### src/rtl/cpu_loader.sv
// ============================================================================
// cpu_loader : host word-stream boot controller for the cpu memory ports
// Rev 1.0    : initial release
// ============================================================================
`default_nettype none

module cpu_loader #(
    parameter int RD_LAT    = 1,
    parameter int ADDR_STEP = 4
) (
    input  logic        clk,
    input  logic        arst_n,
    input  logic [31:0] in_data,
    input  logic        in_valid,
    output logic        in_ready,
    output logic [31:0] rsp_data,
    output logic        rsp_valid,
    input  logic        rsp_ready,
    output logic        cpu_enable,
    output logic [31:0] addr_ext,
    output logic [31:0] wdata_ext,
    output logic        wen_ext,
    output logic        ren_ext,
    input  logic [31:0] rdata_ext,
    output logic [31:0] addr_ext_2,
    output logic [31:0] wdata_ext_2,
    output logic        wen_ext_2,
    output logic        ren_ext_2,
    input  logic [31:0] rdata_ext_2,
    output logic        busy,
    output logic        err
);

    localparam int          LAT_W    = (RD_LAT < 1) ? 1 : $clog2(RD_LAT + 1);
    localparam logic [31:0] STEP     = 32'(ADDR_STEP);
    localparam logic [1:0]  OP_WRITE = 2'b00;
    localparam logic [1:0]  OP_READ  = 2'b01;
    localparam logic [1:0]  OP_RUN   = 2'b10;
    localparam logic [1:0]  OP_STOP  = 2'b11;

    typedef enum logic [2:0] {
        S_IDLE     = 3'd0,
        S_ADDR     = 3'd1,
        S_WRITE    = 3'd2,
        S_RD_ISSUE = 3'd3,
        S_RD_WAIT  = 3'd4,
        S_RESP     = 3'd5,
        S_RUN      = 3'd6
    } state_t;

    state_t             state_q, state_d;
    logic               is_read_q, is_read_d;
    logic               tgt_q, tgt_d;
    logic [15:0]        cnt_q, cnt_d;
    logic [15:0]        k_q, k_d;
    logic [31:0]        cur_addr_q, cur_addr_d;
    logic [LAT_W-1:0]   lat_q, lat_d;
    logic [31:0]        rsp_data_q, rsp_data_d;
    logic               rsp_valid_q, rsp_valid_d;
    logic               cpu_enable_q, cpu_enable_d;
    logic               err_q, err_d;
    logic [31:0]        addr_ext_q, addr_ext_d, wdata_ext_q, wdata_ext_d;
    logic [31:0]        addr_ext_2_q, addr_ext_2_d, wdata_ext_2_q, wdata_ext_2_d;
    logic               wen_ext_q, wen_ext_d, ren_ext_q, ren_ext_d;
    logic               wen_ext_2_q, wen_ext_2_d, ren_ext_2_q, ren_ext_2_d;

    logic               hs;
    logic               last_word;
    logic               do_wr, do_rd;
    logic [31:0]        port_addr, port_wdata;
    logic               unused_hdr_bits;

    assign unused_hdr_bits = ^in_data[28:16];

    // Gated by the reset pin so in_ready reads 0 while reset is asserted.
    assign in_ready  = arst_n && ((state_q == S_IDLE) || (state_q == S_ADDR) ||
                                  (state_q == S_WRITE) || (state_q == S_RUN));
    assign hs        = in_valid && in_ready;
    assign last_word = (({1'b0, k_q} + 17'd1) == {1'b0, cnt_q});

    always_comb begin
        state_d       = state_q;
        is_read_d     = is_read_q;
        tgt_d         = tgt_q;
        cnt_d         = cnt_q;
        k_d           = k_q;
        cur_addr_d    = cur_addr_q;
        lat_d         = lat_q;
        rsp_data_d    = rsp_data_q;
        rsp_valid_d   = rsp_valid_q;
        cpu_enable_d  = cpu_enable_q;
        err_d         = err_q;
        addr_ext_d    = addr_ext_q;
        wdata_ext_d   = wdata_ext_q;
        addr_ext_2_d  = addr_ext_2_q;
        wdata_ext_2_d = wdata_ext_2_q;
        wen_ext_d     = 1'b0;
        ren_ext_d     = 1'b0;
        wen_ext_2_d   = 1'b0;
        ren_ext_2_d   = 1'b0;
        do_wr         = 1'b0;
        do_rd         = 1'b0;
        port_addr     = cur_addr_q;
        port_wdata    = in_data;

        case (state_q)
            S_IDLE: begin
                if (hs) begin
                    case (in_data[31:30])
                        OP_WRITE, OP_READ: begin
                            is_read_d = (in_data[31:30] == OP_READ);
                            tgt_d     = in_data[29];
                            cnt_d     = in_data[15:0];
                            state_d   = S_ADDR;
                        end
                        OP_RUN: begin
                            cpu_enable_d = 1'b1;
                            state_d      = S_RUN;
                        end
                        default: ;
                    endcase
                end
            end
            S_ADDR: begin
                if (hs) begin
                    k_d        = 16'd0;
                    cur_addr_d = in_data;
                    if (cnt_q == 16'd0) begin
                        state_d = S_IDLE;
                    end else if (is_read_q) begin
                        do_rd     = 1'b1;
                        port_addr = in_data;
                        state_d   = S_RD_ISSUE;
                    end else begin
                        state_d = S_WRITE;
                    end
                end
            end
            S_WRITE: begin
                if (hs) begin
                    do_wr      = 1'b1;
                    cur_addr_d = cur_addr_q + STEP;
                    k_d        = k_q + 16'd1;
                    if (last_word) begin
                        state_d = S_IDLE;
                    end
                end
            end
            S_RD_ISSUE: begin
                lat_d   = LAT_W'(1);
                state_d = S_RD_WAIT;
            end
            S_RD_WAIT: begin
                if (lat_q >= LAT_W'(RD_LAT)) begin
                    rsp_data_d  = tgt_q ? rdata_ext_2 : rdata_ext;
                    rsp_valid_d = 1'b1;
                    state_d     = S_RESP;
                end else begin
                    lat_d = lat_q + LAT_W'(1);
                end
            end
            S_RESP: begin
                if (rsp_ready) begin
                    rsp_valid_d = 1'b0;
                    if (last_word) begin
                        state_d = S_IDLE;
                    end else begin
                        k_d        = k_q + 16'd1;
                        cur_addr_d = cur_addr_q + STEP;
                        do_rd      = 1'b1;
                        port_addr  = cur_addr_q + STEP;
                        state_d    = S_RD_ISSUE;
                    end
                end
            end
            S_RUN: begin
                if (hs) begin
                    if (in_data[31:30] == OP_STOP) begin
                        cpu_enable_d = 1'b0;
                        state_d      = S_IDLE;
                    end else begin
                        err_d = 1'b1;
                    end
                end
            end
            default: state_d = S_IDLE;
        endcase

        // Route the strobe to the port chosen by the header target.
        if (do_wr || do_rd) begin
            if (tgt_q) begin
                addr_ext_2_d = port_addr;
                wen_ext_2_d  = do_wr;
                ren_ext_2_d  = do_rd;
                if (do_wr) wdata_ext_2_d = port_wdata;
            end else begin
                addr_ext_d = port_addr;
                wen_ext_d  = do_wr;
                ren_ext_d  = do_rd;
                if (do_wr) wdata_ext_d = port_wdata;
            end
        end
    end

    always_ff @(posedge clk or negedge arst_n) begin
        if (!arst_n) begin
            state_q       <= S_IDLE;
            is_read_q     <= 1'b0;
            tgt_q         <= 1'b0;
            cnt_q         <= 16'd0;
            k_q           <= 16'd0;
            cur_addr_q    <= 32'd0;
            lat_q         <= '0;
            rsp_data_q    <= 32'd0;
            rsp_valid_q   <= 1'b0;
            cpu_enable_q  <= 1'b0;
            err_q         <= 1'b0;
            addr_ext_q    <= 32'd0;
            wdata_ext_q   <= 32'd0;
            addr_ext_2_q  <= 32'd0;
            wdata_ext_2_q <= 32'd0;
            wen_ext_q     <= 1'b0;
            ren_ext_q     <= 1'b0;
            wen_ext_2_q   <= 1'b0;
            ren_ext_2_q   <= 1'b0;
        end else begin
            state_q       <= state_d;
            is_read_q     <= is_read_d;
            tgt_q         <= tgt_d;
            cnt_q         <= cnt_d;
            k_q           <= k_d;
            cur_addr_q    <= cur_addr_d;
            lat_q         <= lat_d;
            rsp_data_q    <= rsp_data_d;
            rsp_valid_q   <= rsp_valid_d;
            cpu_enable_q  <= cpu_enable_d;
            err_q         <= err_d;
            addr_ext_q    <= addr_ext_d;
            wdata_ext_q   <= wdata_ext_d;
            addr_ext_2_q  <= addr_ext_2_d;
            wdata_ext_2_q <= wdata_ext_2_d;
            wen_ext_q     <= wen_ext_d;
            ren_ext_q     <= ren_ext_d;
            wen_ext_2_q   <= wen_ext_2_d;
            ren_ext_2_q   <= ren_ext_2_d;
        end
    end

    assign rsp_data    = rsp_data_q;
    assign rsp_valid   = rsp_valid_q;
    assign cpu_enable  = cpu_enable_q;
    assign err         = err_q;
    assign addr_ext    = addr_ext_q;
    assign wdata_ext   = wdata_ext_q;
    assign wen_ext     = wen_ext_q;
    assign ren_ext     = ren_ext_q;
    assign addr_ext_2  = addr_ext_2_q;
    assign wdata_ext_2 = wdata_ext_2_q;
    assign wen_ext_2   = wen_ext_2_q;
    assign ren_ext_2   = ren_ext_2_q;
    assign busy        = (state_q != S_IDLE) && (state_q != S_RUN);

endmodule

`default_nettype wire

### config.mk
export PLATFORM = sky130hd
export DESIGN_NAME = cpu_loader
export DESIGN_NICKNAME = d
export VERILOG_FILES = /design/src/rtl/cpu_loader.sv
export SDC_FILE = /design/constraint.sdc
export NUM_CORES = 1
export LEC_CHECK = 0
export ABC_AREA = 1
export CAP_MARGIN = 20
export CORE_UTILIZATION = 30
export CTS_CLUSTER_DIAMETER = 60
export CTS_CLUSTER_SIZE = 30
export DETAILED_ROUTE_END_ITERATION = 7
export PLACE_DENSITY = 0.5
export SYNTH_ARGS = -nofsm -noshare
export SYNTH_HDL_FRONTEND = slang
export SYNTH_SLANG_ARGS = --single-unit
export TNS_END_PERCENT = 1
### constraint.sdc
create_clock -name clk -period 6.35 [get_ports clk]
set_input_delay 0.635 -clock clk [delete_from_list [all_inputs] [get_ports clk]]
set_output_delay 0.635 -clock clk [all_outputs]
set_load 0.05 [all_outputs]
# == After elaboration in Yosys (flattened, before gate mapping) ==
# Index checks and enable logic that the tools add are counted.
# op_classes
add_sub_neg,4
multipliers,0
n_div,0
order_cmp,1
eq_ne,23
shift,0
mux,54
bitwise,2
reduce_logical,29
# op_table
op,count
$mux 32,8
$pmux 32 s3,1
$mux 16,4
$pmux 32 s2,1
$pmux 16 s3,1
$add 32x3->32 const B,1
$mux 3,8
$mux 1,23
$pmux 3 s7,1
$ne 2x2->1 const B,9
$reduce_and 3->1,6
$add 16x1->17 const B,1
$eq 17x16->1,1
$add 16x1->16 const B,1
$logic_not 16->1,1
$reduce_and 5->1,2
$eq 3x3->1 const B,3
$reduce_and 9->1,1
$pmux 1 s2,4
$reduce_and 2->1,4
$eq 3x2->1 const B,2
$pmux 3 s2,1
$reduce_bool 2->1,3
$reduce_bool 3->1,2
15 further kinds,24
# totals
register_bits,237
latchBits,0
ramBits,0
rom_bits,0
inputBits,100
output_inout_bits,169
word_cells,132
memories,0

# == Depth between registers and ports, before layout ==
# depth
depth_word,10
depth_mapped,19

# == Worst setup path after synthesis ==
# OpenSTA, ideal clock, no wires.
# synth_timing
path_type,input port to flip-flop
from,in arst_n
to,reg cur_addr_q[21]
arrival_time_ns,2.683
slack_ns,3.554
cell_stages,11
cell_sequence,nand2_1 -> nor2_1 -> nand2_1 -> o21ai_0 -> nand2_1 -> inv_1 -> clkbuf_1 -> o221ai_1 -> nand3b_1 -> nand2_1 -> inv_1
# synth_between
elab_chain_cells,4
# synth_lines
element,line,text
from (decl),12,"input logic arst_n,"
$logic_and 1x1->1 *,76,assign in_ready = arst_n && ((state_q == S_IDLE) || (state_q == S_ADDR) ||
via in_ready,15,"output logic in_ready,"
$logic_and 1x1->1 *,78,assign hs = in_valid && in_ready;
$ne 2x2->1 (no source line),--,
$reduce_and 3->1 (no source line) *,--,
to (signal assigned),232,cur_addr_q <= cur_addr_d;
to (decl),56,"logic [31:0] cur_addr_q, cur_addr_d;"
# The timed path passes the listed nets; every way through them passes the cells marked *.
# A chain may end at the register's enable or synchronous reset.

# == Worst setup path in the final report ==
# layout_timing
from,reg k_q[0]
to,reg k_q[7]
# layout_between
elab_chain_cells,4
# layout_lines
element,line,text
from (decl),55,"logic [15:0] k_q, k_d;"
from (signal assigned),231,k_q <= k_d;
$add 16x1->17 / $add 16x1->16 (equally long branches),"79, 143, 168",
$eq 17x16->1 / $mux 16 (equally long branches),"79, 165",
$ne 2x2->1 (no source line) / $mux 16 (equally long branches),--,
$reduce_and 5->1 (no source line) / $pmux 16 s3 (equally long branches),--,
# Parallel ways exist; a longest one is shown, timed or not. The select of a mux whose other input is x is not followed.

==> results.toml <==
[status]
status = "complete, no violations"

[clocking]
cts_buffers = 27
clock_path_buffers = 3
clock-root-buffer = "clkbuf_16"
h-tree-depth = 1
cts.sinks = 237
clock_latency_ps = 570
post_cts_buffers = 0
cts.reportedPaths.clkPinSlew_ps = 80
hold_buffers = 0
cts_tree = "done"
cts_resized = 0

[synth]
syn-num-nets = 1813
yosysWarnings = 0
netlist_area_sq_um = 12700
synthArstFlopShare = 1.00
synth-seq-area-share = 0.466
yosysUniqueCellTypes = 38
synth_cells = 1711
synth_ff_type = "dfrtp_1"
synth_edf_count = 0
synth_area_per_cell_sq_um = 7.44
ys_ff_latch = 237

[sta]
setup_viol = 0
slew_violations = 0
max_freq_mhz = 268
min_period_over_period = 0.587
setup_tns_ps = 0
rsz0062_at_grt = "false"
fin_hold_ws_ps = 36.4
finalHoldViolations = 0
relSlewSlack = 0.304
skew_ps = 23.1
period_needed_ps = 3730
worst_pin_slew_ps = 1040

[worst_setup_path]
slowest_stage = "o21ai_4"
cp_cell_sequence = "ha_1 > nand2_2 > nor2_4 > nand2_1 > nand3_1 > nand3_1 > nor3_1 > nand3_1 > o21ai_4 > nand2_1 > nand2_1 > o21ai_0"
path_max_fanout = 32
cp.arrival_ps = 4130
worstSetupPathType = "reg -> reg"
worstSetupEndpointType = "register"
reg2reg_to = "k_q[7]$_DFFE_PN0P_"
start_kind = "register"
r2r_slack_ps = 2620
max_stage_delay_ps = 780
worstReg2RegStart = "k_q[0]$_DFFE_PN0P_"
cpLargestDelayFamily = "simple AND/OR/NAND/NOR gates"
reg2regPathDepth = 12
cp_num_buf_inv = 0
worst_ep_required_time_ps = 6750

[drt]
antenna_left = 0
routed_wl_mm = 44.9
vias_per_cell = 4.95
route.detailed.wl_per_inst_microns = 18.0
drt_iter0_drc = 878
vias = 12400
drt-pass1-iter-count = 7
drc_errors = 0

[global_route]
antenna_found_initial = 0
grtUsageTotal = 0.207
grt_pass1_wl_mm = 70.7
grt_pass1_vias = 12100
overflow = 0
grt_max_degree = 157

[place]
dp_hpwl_mm = 31.4
dp.cells = 2445
finalWeightedCongestion = 0.906
port_buffers = 268
place_area_sq_um = 15800

[floorplanning]
ios = 269
die-area_sq_um = 43300
die_w_microns = 208
die_h_microns = 208
num_rows = 75
start_util = 0.304
design.core.area_sq_um = 41900

[finish]
n_antenna_cell = 0
layout.nets = 2039
stdcell_area_sq_um = 16900
drive_gt1_frac = 0.0495
seq_area_sq_um = 5930
fill_cells = 4291
syn_to_final_growth_pct = 32.7
multi_input_area_sq_um = 5720
fin_cells = 2497

[pwr]
power_density_nw_per_um2 = 567
ir_worst_vdd_mv = 0.271
p_leak_nw = 7.94

[worst_hold_path]
hold_path_class = "in -> async"

[job]
max_cap_violations = 0
[Yosys cell counts, types with 8 or more instances]
cell type / count / area [sq um]
nand2_1: 501 / 1880
dfrtp_1: 237 / 5930
o21ai_0: 229 / 1150
inv_1: 180 / 676
nand3_1: 178 / 891
nor2_1: 121 / 454
clkbuf_1: 59 / 221
o31ai_1: 32 / 240
xor2_1: 24 / 210
nand4_1: 17 / 106
nand3b_1: 16 / 120
nor3_1: 15 / 75.1
a221oi_1: 13 / 114
a21oi_1: 12 / 60.1
buf_2: 10 / 50.1
buf_6: 10 / 113
nor4_1: 8 / 50.1
[where the power goes]
part	total, mW	switching, mW	internal [mW]
registers	2.64	0.523	2.12
logic	5.14	3.54	1.59
clock network	1.81	0.789	1.02
[how the worst max path moves through the flow]
| stage | start | endpoint | slack (ps) | cells after the start |
|---|---|---|---|---|
| after CTS | k_q[0]$_DFFE_PN0P_ | k_q[11]$_DFFE_PN0P_ | 2630 | 12 |
| final | k_q[0]$_DFFE_PN0P_ | k_q[7]$_DFFE_PN0P_ | 2620 | 12 |
| after detailed placement | arst_n | addr_ext_2[21]$_DFFE_PN0P_ | 2630 | 12 |
| after floorplan | arst_n | cur_addr_q[21]$_DFFE_PN0P_ | 3550 | 11 |
| after global placement | arst_n | addr_ext_2[21]$_DFFE_PN0P_ | 2700 | 12 |
| after global routing | k_q[0]$_DFFE_PN0P_ | k_q[1]$_DFFE_PN0P_ | 2190 | 12 |
[per-stage QoR]
step	util	worst slack, ps	total power, mW
5_1_grt	0.403	2190	10.2
6_report	0.403	2620	9.59
3_5_place_dp	0.377	2630	7.80
2_1_floorplan	-	3550	5.98
3_3_place_gp	0.377	2700	7.78
4_1_cts	0.402	2630	9.67
[cell type report]
type / count / share of cell area
inverters: 183 / 0.0407
clock inverters: 22 / 0.0211
multi-input cells: 1206 / 0.339
repair buffers: 282 / 0.168
well taps: 539 / 0.0399
clock buffers: 28 / 0.0408
flip-flops and latches: 237 / 0.351
[cells by family (layout without fill, tap and decap cells)]
group           after synthesis  count (layout)  synth area share
fa+ha+maj                     2               2           0.00196
flops                       237             237             0.466
simple gates                879             879             0.296
compound gates              299             299             0.130
xor+xnor                     26              26            0.0190
buf+inv                     268             515            0.0865
[flip-flops by register name, indices dropped and copies added (netlist names)]
name / flops
wen_ext_2: 1
wdata_ext_2: 32
ren_ext: 1
ren_ext_2: 1
tgt_q: 1
wdata_ext: 32
addr_ext: 32
cpu_enable: 1
rsp_valid: 1
k_q: 16
err: 1
is_read_q: 1
cnt_q: 16
cur_addr_q: 32
rsp_data: 32
state_q: 3
addr_ext_2: 32
lat_q: 1
wen_ext: 1
[per-layer routing]
layer / track usage / part of all wire / vias to the layer above
met2: 0.348 / 0.48 / 386
met5: 0 / 0 / -
met3: 0.0273 / 0.049 / 59
li1: - / - / 6035
met1: 0.275 / 0.44 / 5888
met4: 0.0679 / 0.029 / 0
[placed cells by master (no fill, tap or decap), types with 3 or more instances in the layout]
cell,instances
nand3b_1,16
nand2_1,501
nor2_2,6
clkinv_8,3
buf_4,11
nor2_1,120
nand2_2,7
clkbuf_16,27
dfrtp_1,237
nand3_1,178
o21ai_0,229
xor2_1,24
a221oi_1,13
o211ai_1,4
nor4_1,8
nor2_4,5
clkdlybuf4s50_1,267
nand4_1,17
inv_2,6
a21oi_1,12
inv_12,3
inv_1,177
o31ai_1,32
inv_8,6
bufinv_16,4
nor3_1,15
Note: power is estimated with default switching activity, not from simulation.
